$ cat src/rtl/cpu_pkg.sv
// Shared definitions for the 4-bit computer: word widths, control-word bit
// positions and the sequencer state encoding.
package cpu_pkg;

    localparam int PC_W     = 4;
    localparam int INSTR_W  = 8;
    localparam int CTRL_W   = 10;
    localparam int WE_BIT   = 1;
    localparam int JUMP_BIT = 2;
    localparam int HALT_BIT = 0;

    typedef enum logic [2:0] {
        IDLE   = 3'd0,
        FETCH  = 3'd1,
        DECODE = 3'd2,
        EXEC   = 3'd3,
        WRITE  = 3'd4,
        HALT   = 3'd5
    } state_t;

    // PC advance rule: a jump takes the operand, otherwise increment and wrap.
    function automatic logic [PC_W-1:0] nextPc(input logic [PC_W-1:0] pc,
                                               input logic            jump,
                                               input logic [PC_W-1:0] target);
        return jump ? target : pc + 1'b1;
    endfunction

endpackage

$ cat src/rtl/instr_sequencer_if.sv
// Bus between the sequencer, the program/control ROMs and the datapath registers.
// The master side is the sequencer itself.
interface instr_sequencer_if;
    import cpu_pkg::*;

    logic               run_i;
    logic               step_req;
    logic               step_ack;
    logic [INSTR_W-1:0] instr_i;
    logic [CTRL_W-1:0]  ctrl_i;
    logic [PC_W-1:0]    pc_o;
    logic [INSTR_W-1:0] ir_o;
    logic [CTRL_W-1:0]  cr_o;
    logic               addr_en;
    logic               acc_en;
    logic               ram_we;
    logic [2:0]         phase_o;
    logic               halted;
    logic [7:0]         ret_cnt;

    modport master (
        input  run_i, step_req, instr_i, ctrl_i,
        output step_ack, pc_o, ir_o, cr_o, addr_en, acc_en, ram_we,
               phase_o, halted, ret_cnt
    );

    modport slave (
        output run_i, step_req, instr_i, ctrl_i,
        input  step_ack, pc_o, ir_o, cr_o, addr_en, acc_en, ram_we,
               phase_o, halted, ret_cnt
    );

endinterface

$ cat src/rtl/seq_pc_reg.sv
// Program counter: holds its value unless loaded, then jumps or increments
// with wrap-around at the top of program ROM.
module seq_pc_reg
    import cpu_pkg::*;
(
    input  logic            clk,
    input  logic            rst,
    input  logic            load,
    input  logic            jump,
    input  logic [PC_W-1:0] target,
    output logic [PC_W-1:0] pc
);

    always_ff @(posedge clk) begin
        if (rst) begin
            pc <= '0;
        end else if (load) begin
            pc <= nextPc(pc, jump, target);
        end
    end

endmodule

$ cat src/rtl/instr_sequencer.sv
// Four-phase instruction sequencer with run/single-step control, jump and halt.
// Every output comes from registers or from the state register alone.
module instr_sequencer
    import cpu_pkg::*;
(
    input  logic               clk,
    input  logic               rst,
    instr_sequencer_if.master  bus
);

    state_t             state;
    state_t             stateNext;
    logic               stepMode;
    logic               stepModeNext;
    logic               stepPrev;
    logic               stepEdge;
    logic               stepAck;
    logic [INSTR_W-1:0] ir;
    logic [CTRL_W-1:0]  cr;
    logic [7:0]         retCnt;
    logic [PC_W-1:0]    pc;
    logic               pcLoad;

    // The edge detector tracks step_req every cycle, so an edge seen outside
    // IDLE is consumed and never queued.
    assign stepEdge = bus.step_req & ~stepPrev;

    always_ff @(posedge clk) begin
        if (rst) begin
            state    <= IDLE;
            stepMode <= 1'b0;
            stepPrev <= 1'b0;
            stepAck  <= 1'b0;
            ir       <= '0;
            cr       <= '0;
            retCnt   <= '0;
        end else begin
            state    <= stateNext;
            stepMode <= stepModeNext;
            stepPrev <= bus.step_req;
            stepAck  <= (state == WRITE) && stepMode;
            if (state == FETCH) begin
                ir <= bus.instr_i;
                cr <= bus.ctrl_i;
            end
            if (state == WRITE) begin
                retCnt <= retCnt + 8'd1;
            end
        end
    end

    always_comb begin
        stateNext    = state;
        stepModeNext = stepMode;
        case (state)
            IDLE: begin
                if (bus.run_i) begin
                    stateNext    = FETCH;
                    stepModeNext = 1'b0;
                end else if (stepEdge) begin
                    stateNext    = FETCH;
                    stepModeNext = 1'b1;
                end
            end
            FETCH:  stateNext = DECODE;
            DECODE: stateNext = cr[HALT_BIT] ? HALT : EXEC;
            EXEC:   stateNext = WRITE;
            // A stepped instruction always returns to IDLE, even if run_i rose meanwhile.
            WRITE: begin
                if (stepMode) begin
                    stateNext = IDLE;
                end else if (bus.run_i) begin
                    stateNext = FETCH;
                end else begin
                    stateNext = IDLE;
                end
            end
            HALT:    stateNext = HALT;
            default: stateNext = IDLE;
        endcase
    end

    assign pcLoad = (state == WRITE);

    seq_pc_reg pcReg (
        .clk    (clk),
        .rst    (rst),
        .load   (pcLoad),
        .jump   (cr[JUMP_BIT]),
        .target (ir[PC_W-1:0]),
        .pc     (pc)
    );

    assign bus.pc_o     = pc;
    assign bus.ir_o     = ir;
    assign bus.cr_o     = cr;
    assign bus.ret_cnt  = retCnt;
    assign bus.step_ack = stepAck;
    assign bus.phase_o  = state;
    assign bus.halted   = (state == HALT);
    assign bus.addr_en  = (state == DECODE) && !cr[HALT_BIT];
    assign bus.ram_we   = (state == EXEC) && cr[WE_BIT];
    assign bus.acc_en   = (state == WRITE) && !cr[WE_BIT];

endmodule

$ cat src/flat_wrapper.sv
// flat-port wrapper written by rule: the top's interface ports become plain ports
module instr_sequencer_flat import cpu_pkg::*;
  (clk, rst, bus_run_i, bus_step_req, bus_instr_i, bus_ctrl_i, bus_step_ack, bus_pc_o, bus_ir_o, bus_cr_o, bus_addr_en, bus_acc_en, bus_ram_we, bus_phase_o, bus_halted, bus_ret_cnt);
  instr_sequencer_if bus_i ();
  input  logic clk;
  input  logic rst;
  input wire logic [$bits(bus_i.run_i)-1:0] bus_run_i;
  input wire logic [$bits(bus_i.step_req)-1:0] bus_step_req;
  input wire logic [$bits(bus_i.instr_i)-1:0] bus_instr_i;
  input wire logic [$bits(bus_i.ctrl_i)-1:0] bus_ctrl_i;
  output wire logic [$bits(bus_i.step_ack)-1:0] bus_step_ack;
  output wire logic [$bits(bus_i.pc_o)-1:0] bus_pc_o;
  output wire logic [$bits(bus_i.ir_o)-1:0] bus_ir_o;
  output wire logic [$bits(bus_i.cr_o)-1:0] bus_cr_o;
  output wire logic [$bits(bus_i.addr_en)-1:0] bus_addr_en;
  output wire logic [$bits(bus_i.acc_en)-1:0] bus_acc_en;
  output wire logic [$bits(bus_i.ram_we)-1:0] bus_ram_we;
  output wire logic [$bits(bus_i.phase_o)-1:0] bus_phase_o;
  output wire logic [$bits(bus_i.halted)-1:0] bus_halted;
  output wire logic [$bits(bus_i.ret_cnt)-1:0] bus_ret_cnt;
  assign bus_i.run_i = bus_run_i;
  assign bus_i.step_req = bus_step_req;
  assign bus_i.instr_i = bus_instr_i;
  assign bus_i.ctrl_i = bus_ctrl_i;
  assign bus_step_ack = bus_i.step_ack;
  assign bus_pc_o = bus_i.pc_o;
  assign bus_ir_o = bus_i.ir_o;
  assign bus_cr_o = bus_i.cr_o;
  assign bus_addr_en = bus_i.addr_en;
  assign bus_acc_en = bus_i.acc_en;
  assign bus_ram_we = bus_i.ram_we;
  assign bus_phase_o = bus_i.phase_o;
  assign bus_halted = bus_i.halted;
  assign bus_ret_cnt = bus_i.ret_cnt;
  instr_sequencer u_core (.clk(clk), .rst(rst), .bus(bus_i));
endmodule
$ cat config.mk
export PLATFORM = sky130hd
export DESIGN_NAME = instr_sequencer_flat
export DESIGN_NICKNAME = d
export VERILOG_FILES = /design/src/rtl/cpu_pkg.sv /design/src/rtl/instr_sequencer_if.sv /design/src/rtl/seq_pc_reg.sv /design/src/rtl/instr_sequencer.sv /design/src/flat_wrapper.sv
export SDC_FILE = /design/constraint.sdc
export NUM_CORES = 1
export LEC_CHECK = 0
export CAP_MARGIN = 25
export CORE_MARGIN = 3
export CORE_UTILIZATION = 42
export DETAILED_ROUTE_END_ITERATION = 6
export GPL_ROUTABILITY_DRIVEN = 0
export HOLD_SLACK_MARGIN = 0.1
export PLACE_DENSITY = 0.78
export SYNTH_ARGS = -nofsm -noshare
export SYNTH_HDL_FRONTEND = slang
export SYNTH_SLANG_ARGS = --single-unit
$ cat constraint.sdc
create_clock -name clk -period 1.8 [get_ports clk]
set_input_delay 0.27 -clock clk [delete_from_list [all_inputs] [get_ports clk]]
set_output_delay 0.27 -clock clk [all_outputs]
set_load 0.01 [all_outputs]
## Word level (Yosys, flattened, before mapping)

Index checks and enable logic that the tools add are counted.
Widths: inputs -> output; s select.

- Bitwise operators: 2
- Add/sub/neg operators: 2
- Reductions and logical operators: 9
- Equal/unequal tests: 6
- Multiplexer cells: 9

Operators by type and width:

| cell | count |
|---|---|
| $pmux 3 s6 | 1 |
| $mux 3 | 4 |
| $add 8x1->8 const B | 1 |
| $eq 3x2->1 const B | 2 |
| $eq 3x3->1 const B | 2 |
| $add 4x1->4 const B | 1 |
| $logic_and 1x1->1 | 4 |
| $mux 4 | 1 |
| $eq 3x1->1 const B | 1 |
| $logic_not 3->1 | 1 |
| $mux 1 | 3 |
| $ne 3x2->1 const B | 1 |
| $logic_not 1->1 | 2 |
| $reduce_and 2->1 | 1 |
| $reduce_bool 2->1 | 1 |
| $and 1x1->1 | 1 |
| $not 1->1 | 1 |

- Register bits after elaboration: 36
- Word-level logic and storage cells: 36
- Input port bits: 22
- Output and inout bits: 38

## Depth between registers and ports, before layout

Gate-level depths: netlist of the first run.

- Depth after elaboration: 5
- Depth in mapped cells: 6
- Mapped depth without buffers: 4

## Modules after synthesis

Synthesis of the first run repeated with hierarchy kept, for this count alone.

- Cell total of the unflattened synthesis: 181
- Area, all modules: 1,497.7 µm²

Modules (own cells, without submodules):

| module | seq. area each (µm²) | area an instance (µm²) | cells each | instances |
|---|---|---|---|---|
| instr_sequencer | 640.6 | 1,272.5 | 155 | 1 |
| seq_pc_reg | 80.1 | 225.2 | 26 | 1 |

## Worst setup path before layout of the first run

No wires, ideal clock.

- Path type: register -> register
- From: register u_core.state[1], in the netlist u_core.bus.phase_o[1]
- To: register u_core.retCnt[5], in the netlist u_core.bus.ret_cnt[5]
- Setup time: 0.070 ns
- Required time: 1.730 ns
- Setup slack: 0.178 ns
- Period minus slack after synthesis: 1.622 ns
- Path buffers: 2
- Arrival time: 1.552 ns
- Stages on the path, launching flop included: 6
- Cell sequence: dfxtp_1 > buf_6 > or3b_1 > buf_2 > or4_1 > a21oi_1

- Cells in the longest elaborated chain, start to end: 1

Ends and longest elaborated chain:

| item | line | RTL |
|---|---|---|
| start: declaration | instr_sequencer.sv:11 | `state_t state;` |
| start signal: assignment | instr_sequencer.sv:38 | `state <= stateNext;` |
| $eq 3x3->1 | instr_sequencer.sv:46 | `if (state == WRITE) begin` |
| end signal: assignment | instr_sequencer.sv:47 | `retCnt <= retCnt + 8'd1;` |
| end: declaration | instr_sequencer.sv:20 | `logic [7:0] retCnt;` |

Every way passes these cells.
A chain may end at the register's enable or synchronous reset.

## Worst setup path after layout of the first run

- From: register u_core.state[2], in the netlist u_core.bus.phase_o[2]
- To: output bus_phase_o[2]

RTL lines:

| item | line | RTL |
|---|---|---|
| end: declaration | flat_wrapper.sv:18 | `output wire logic [$bits(bus_i.phase_o)-1:0] bus_phase_o;` |

No word-level cell between the ends.

==> results.py, run 1 <==
metrics = {
    "synthesis": {
        "synth_top_family_by_area": "simple AND/OR/NAND/NOR gates",
        "synth_cell_types": 35,
        "yosysTopAreaCell": "dfxtp_1",
        "synth_warnings": 0,
        "synthAdderAreaFrac_pct": 1.66,
        "synthTopCellsByArea": "dfxtp_1 (48%), nand2_1 (10%), a21oi_1 (8.6%), nor2b_1 (2.9%), o21ai_0 (2.0%)",
        "postSynthAreaPerCell_um2": 8.28,
        "synthXorXnorAreaFrac_pct": 1.16,
        "synth_ff_type": "dfxtp_1",
        "synth_top_cell_area_share_pct": 47.8,
        "synth_mux_area_share_pct": 2.07,
        "synth_fp_nets": 206,
        "synth_edf_count": 0,
        "synth_compound_area_share_pct": 15.6,
        "ys_ff_latch": 36,
        "syn_area_um2": 1510,
        "synth-seq-area-share_pct": 47.8,
        "synthSimpleGateAreaFrac_pct": 27.0,
        "syn-instance-count": 182,
        "async_flop_share_pct": 0,
    },
    "cts": {
        "cts_buffers": 5,
        "cts_htree_levels": 2,
        "clk_path_buf_depth": 2,
        "cts.sinks": 36,
        "path_clk_slew_ns": 0.10,
        "clkLatencyLatePin_ns": 0.33,
        "cts_setup_buffers": 0,
        "cts-root-buf": "clkbuf_4",
        "hold_buffers": 0,
        "cts_tree": "done",
    },
    "setup_path": {
        "criticalPathCategory": "register to output port",
        "critPathMaxFanout": 9,
        "rrSetupSlack_ns": 0.13,
        "reg2reg_from": "u_core.bus.phase_o[2]",
        "endpoint": "bus_phase_o[2]",
        "crit_path_start": "u_core.bus.phase_o[2]",
        "timing.rr.end": "u_core.bus.ret_cnt[5]",
        "ff2ff_path_depth": 4,
        "crit_path_end_kind": "output port",
        "cp_data_required_time_ns": 1.53,
        "arrival_ns": 1.41,
        "critPathLaunchType": "register",
    },
    "global_route": {
        "antenna_found_initial": 0,
        "overflow": 0,
        "grt_max_degree": 37,
        "grtUsageTotal_pct": 16.7,
        "grt_first_pass_wirelength_mm": 5.61,
        "grt_pass1_vias": 1273,
    },
    "detailed_routing": {
        "vias": 1433,
        "ant_nets": 0,
        "drc_errors": 0,
        "dr.pass1.iters": 4,
        "drt_iter0_drc": 75,
        "wl_per_cell_um": 11.9,
        "routed_wl_mm": 3.43,
        "avgViaCountPerCell": 4.98,
    },
    "sta": {
        "setup_ws_ns": 0.120,
        "worst_pin_slew_ns": 0.453,
        "fin_crit_ns": 1.68,
        "fin_tns_setup_ns": 0,
        "slew_violations": 0,
        "final_hold_viol_count": 0,
        "slew_headroom_pct": 69.4,
        "max_freq_mhz": 595,
        "clock_skew_ns": 0.00592,
        "fin_crit_sh_pct": 93.3,
        "setup_viol": 0,
        "rsz0062_at_grt": "no",
    },
    "run": {
        "drv_cap": 0,
    },
    "finish": {
        "fin_nets": 265,
        "syn_to_final_growth_pct": 48.0,
        "final_cell_mix": "clkdlybuf4s50_1 (55), nand2_1 (42), dfxtp_1 (33)",
        "fillerInstances": 295,
        "final_common_cell": "clkdlybuf4s50_1",
        "finalNonFillerCells": 288,
        "drive_above_1_share_pct": 9.50,
        "antennaDiodeCount": 0,
    },
    "placement": {
        "dpl.cell_count": 280,
        "place_ws_ns": 0.157,
        "dp_hpwl_mm": 2.39,
        "placement.io_buffers": 59,
    },
    "outcome": {
        "status": "completed",
    },
    "min_path": {
        "hp-class": "register to register",
    },
    "floorplan": {
        "die_w_um": 65.9,
        "rows": 21,
        "die_height_um": 65.9,
        "dieArea_um2": 4340,
        "floorplan.initialDensity_pct": 44.5,
        "ios": 60,
        "coreArea_um2": 3390,
    },
    "power_and_ir_drop": {
        "power_density_nw_per_um2": 814,
        "internal-power_mw": 1.35,
        "seq_power_share_pct": 48.9,
        "peakVddDrop_v": 0.000587,
        "clkPwrFrac_pct": 30.3,
        "power_switching_uw": 472,
        "power.leakage_nw": 0.809,
        "switching_share_pct": 26.0,
        "combPwrFrac_pct": 20.8,
    },
}
[kinds of logic after synthesis]
| group | after synthesis |
|---|---|
| AND/OR/NAND/NOR | 82 |
| AO/OA/AOI/OAI | 42 |
| flip-flops | 36 |
| buffers and inverters | 15 |
| multiplexers | 3 |
| XOR/XNOR | 2 |
| adder cells (fa/ha/maj) | 2 |
[power groups by stage]
| stage | registers [mW] | clock network (mW) | logic, mW |
|---|---|---|---|
| 4_1_cts | 0.888 | 0.566 | 0.383 |
| 3_3_place_gp | 0.903 | 0 | 0.379 |
| 6_report | 0.889 | 0.551 | 0.378 |
| 5_1_grt | 0.898 | 0.604 | 0.416 |
| 3_5_place_dp | 0.905 | 0 | 0.381 |
| 2_1_floorplan | 0.919 | 0 | 0.175 |
[sequential cells by signal, indices dropped and copies added (netlist names)]
name                 count
u_core.bus.phase_o       3
u_core.pcReg.pc          4
u_core.bus.ret_cnt       8
u_core.stepMode          1
u_core.bus.cr_o         10
u_core.stepPrev          1
u_core.bus.step_ack      1
u_core.bus.ir_o          8
[worst max-delay path, stage by stage (launching register included)]
cell and delay [ns]:
dfxtp_2 0.38, buf_4 0.16, clkdlybuf4s50_1 0.54
[timing repair]
item                                    4_1_cts  5_1_grt
pin swaps                                     0        0
gates resized for setup                       8        3
endpoints found under the setup margin        4        2
[final cells by class]
cell class | instances | area, um^2 | share of cell area, %
Tap cell | 46 | 57.6 | 2.58
Clock inverter | 2 | 35.0 | 1.57
Inverter | 1 | 3.75 | 0.168
Sequential cell | 36 | 724 | 32.5
Multi-Input combinational cell | 131 | 723 | 32.4
Clock buffer | 6 | 41.3 | 1.85
Timing Repair Buffer | 66 | 647 | 29.0
[synth_stat cells (2+ instances only)]
| cell | instances |
|---|---|
| xnor2_1 | 2 |
| and2_1 | 2 |
| nor2_1 | 8 |
| a31oi_1 | 2 |
| clkbuf_1 | 7 |
| ha_1 | 2 |
| a211oi_1 | 2 |
| or3_1 | 2 |
| nor2b_1 | 7 |
| buf_2 | 3 |
| mux2i_1 | 2 |
| and3_1 | 2 |
| o21ai_0 | 6 |
| nor3b_1 | 3 |
| buf_1 | 2 |
| or4_1 | 3 |
| nand2_1 | 42 |
| nand4_1 | 2 |
| dfxtp_1 | 36 |
| o31ai_1 | 4 |
| nand3_1 | 3 |
| a21oi_1 | 26 |
| nor3_1 | 2 |
[per-layer routing]
layer,part of all wire [%],GRT usage [%],vias up
li1,-,-,745
met1,47,20.0,638
met2,42,25.4,46
met3,10,9.35,4
met4,1.0,4.66,0
met5,0,0,-
[through the flow]
stage / util [%] / hold slack (ns) / power (mW) / cell area [um^2]
floorplan: - / 0.367 / 1.09 / 1510
global placement: 63.5 / 0.441 / 1.28 / 2150
detailed placement: 63.5 / 0.449 / 1.29 / 2150
CTS: 65.9 / 0.455 / 1.84 / 2230
global route: 65.9 / 0.451 / 1.92 / 2230
finish: 65.9 / 0.458 / 1.82 / 2230
[worst min path at each step]
stage                            start                 end  slack, ns  cells past startpoint
floorplan                    bus_run_i     u_core.stepMode       0.37                      1
global placement    u_core.bus.cr_o[6]  u_core.bus.cr_o[6]       0.44                      2
detailed placement  u_core.bus.cr_o[7]  u_core.bus.cr_o[7]       0.45                      2
CTS                      bus_ctrl_i[6]  u_core.bus.cr_o[6]       0.46                      3
global route            bus_instr_i[2]  u_core.bus.ir_o[2]       0.45                      3
finish              u_core.bus.cr_o[6]  u_core.bus.cr_o[6]       0.46                      2
No activity file was read; power rests on OpenSTA's default activity.
==> run 2: changes to the inputs <==
Settings changed: CORE_MARGIN 3 to 2.
==> run 2 against run 1 <==
Against the previous run: maximum frequency is 1.3% higher; setup slack better by 0.021 ns; core utilization hardly changed; critical path type is now register to register; clock skew is 0.0097 ns higher.
==> results.py, run 2 (synthesis gave the netlist of run 1 again) <==
metrics = {
    "detailed_routing": {
        "avgViaCountPerCell": 5.04,
        "vias": 1461,
        "drt_iter0_drc": 76,
        "dr.pass1.iters": 4,
        "ant_nets": 0,
        "wl_per_cell_um": 12.2,
        "routed_wl_mm": 3.54,
        "drc_errors": 0,
    },
    "power_and_ir_drop": {
        "power_switching_uw": 483,
        "internal-power_mw": 1.34,
        "power_density_nw_per_um2": 818,
        "switching_share_pct": 26.4,
        "seq_power_share_pct": 48.7,
        "peakVddDrop_v": 0.000585,
        "power.leakage_nw": 0.813,
        "combPwrFrac_pct": 20.7,
        "clkPwrFrac_pct": 30.7,
    },
    "global_route": {
        "overflow": 0,
        "grt_pass1_vias": 1314,
        "grt_first_pass_wirelength_mm": 5.93,
        "grtUsageTotal_pct": 18.8,
        "antenna_found_initial": 0,
        "grt_max_degree": 21,
    },
    "sta": {
        "fin_tns_setup_ns": 0,
        "max_freq_mhz": 603,
        "setup_viol": 0,
        "final_hold_viol_count": 0,
        "slew_headroom_pct": 70.5,
        "fin_crit_sh_pct": 92.1,
        "worst_pin_slew_ns": 0.437,
        "clock_skew_ns": 0.0156,
        "rsz0062_at_grt": "no",
        "fin_crit_ns": 1.66,
        "slew_violations": 0,
    },
    "setup_path": {
        "slowest_stage": "or4_1",
        "criticalPathCategory": "register to register",
        "critPathTopFamily": "simple AND/OR/NAND/NOR gates",
        "rrSetupSlack_ns": 0.14,
        "slowest_delay_ns": 0.50,
        "timing.rr.end": "u_core.bus.ret_cnt[5]",
        "critPathMaxFanout": 15,
        "crit_path_end_kind": "register",
        "cp_data_required_time_ns": 2.07,
        "path_buf_inv": 1,
        "reg2reg_from": "u_core.bus.phase_o[1]",
        "path_cells": "or3b_1, buf_4, or4_1, a21oi_1",
        "arrival_ns": 1.93,
        "ff2ff_path_depth": 4,
        "critPathLaunchType": "register",
    },
    "cts": {
        "cts.sinks": 36,
        "cts_tree": "done",
        "cts-root-buf": "clkbuf_4",
        "clkLatencyLatePin_ns": 0.35,
        "clk_path_buf_depth": 2,
        "path_clk_slew_ns": 0.12,
        "cts_setup_buffers": 0,
        "cts_buffers": 5,
        "cts_htree_levels": 2,
        "hold_buffers": 0,
    },
    "min_path": {
        "worstHoldPathCells": 3,
        "hp-class": "input port to register",
        "min_to": "u_core.bus.cr_o[2]",
        "min-delay-start": "bus_ctrl_i[2]",
    },
    "finish": {
        "antennaDiodeCount": 0,
        "syn_to_final_growth_pct": 48.1,
        "fillerInstances": 306,
        "fin_nets": 267,
        "largest_reg_flops": 10,
        "final_common_cell": "clkdlybuf4s50_1",
        "finalNonFillerCells": 290,
        "final_cell_mix": "clkdlybuf4s50_1 (55), nand2_1 (42), dfxtp_1 (34)",
        "drive_above_1_share_pct": 9.84,
    },
    "floorplan": {
        "coreArea_um2": 3390,
        "die_height_um": 63.9,
        "dieArea_um2": 4090,
        "floorplan.initialDensity_pct": 44.5,
        "rows": 21,
        "ios": 60,
        "die_w_um": 63.9,
    },
    "placement": {
        "dpl.cell_count": 282,
        "dp_hpwl_mm": 2.55,
        "placement.io_buffers": 59,
    },
    "run": {
        "drv_cap": 0,
    },
    "outcome": {
        "status": "completed",
    },
}
-- run 2: cell types whose count changed in the layout (fill, tap and decap cells not counted), sizes merged --
cell  delta
buf      +2
-- run 2: what timing repair did --
item,in CTS,in global routing
hold endpoints to repair,0,0
gates resized for setup,8,2
gates cloned,0,0
setup endpoints to repair,5,1
-- run 2: layer usage --
layer  vias to the layer above  track usage (%)  share of wire (%)
li1                        745                -                  -
met1                       659             21.0                 44
met2                        55             30.7                 46
met3                         2             9.68                9.4
met4                         0             6.52               0.45
met5                         -                0                  0
-- run 2: power by group through the flow --
stage          sequential, mW  combinational [mW]  clock (mW)
2_1_floorplan           0.919               0.175           0
3_3_place_gp            0.903               0.377           0
3_5_place_dp            0.906               0.382           0
4_1_cts                 0.890               0.384       0.573
5_1_grt                 0.897               0.419       0.613
6_report                0.889               0.378       0.561
-- run 2: layout make-up --
| class | instances | area (um^2) | share of cell area [%] |
|---|---|---|---|
| Tap cell | 46 | 57.6 | 2.58 |
| Multi-Input combinational cell | 131 | 723 | 32.4 |
| Sequential cell | 36 | 723 | 32.4 |
| Clock inverter | 2 | 35.0 | 1.57 |
| Timing Repair Buffer | 68 | 649 | 29.1 |
| Clock buffer | 6 | 41.3 | 1.85 |
| Inverter | 1 | 3.75 | 0.168 |
-- run 2: worst register-to-register path: cells and delay by family, from the launching register on --
| family | cells | cell delay [ns] |
|---|---|---|
| simple gates | 2 | 0.89 |
| flops | 1 | 0.36 |
| buf+inv | 1 | 0.20 |
| compound gates | 1 | 0.16 |
-- run 2: per-stage QoR --
step	hold WS [ns]	setup slack, ns	power [mW]	cell area [um^2]	util, %
6_report	0.449	0.141	1.83	2230	65.9
3_3_place_gp	0.442	0.164	1.28	2160	63.6
3_5_place_dp	0.449	0.135	1.29	2160	63.6
5_1_grt	0.440	0.0401	1.93	2230	65.9
2_1_floorplan	0.367	0.178	1.09	1510	-
4_1_cts	0.434	0.0577	1.85	2240	66.0
-- run 2: how the worst max path moves through the flow --
stage                     startpoint               endpoint  slack, ns  depth (start not counted)
3_3_place_gp   u_core.bus.phase_o[1]             bus_acc_en       0.16                          3
6_report       u_core.bus.phase_o[1]  u_core.bus.ret_cnt[5]       0.14                          4
2_1_floorplan  u_core.bus.phase_o[1]  u_core.bus.ret_cnt[5]       0.18                          5
5_1_grt        u_core.bus.ret_cnt[0]  u_core.bus.ret_cnt[4]       0.04                          4
3_5_place_dp   u_core.bus.phase_o[1]  u_core.bus.ret_cnt[5]       0.13                          4
4_1_cts        u_core.bus.phase_o[1]             bus_acc_en       0.06                          3
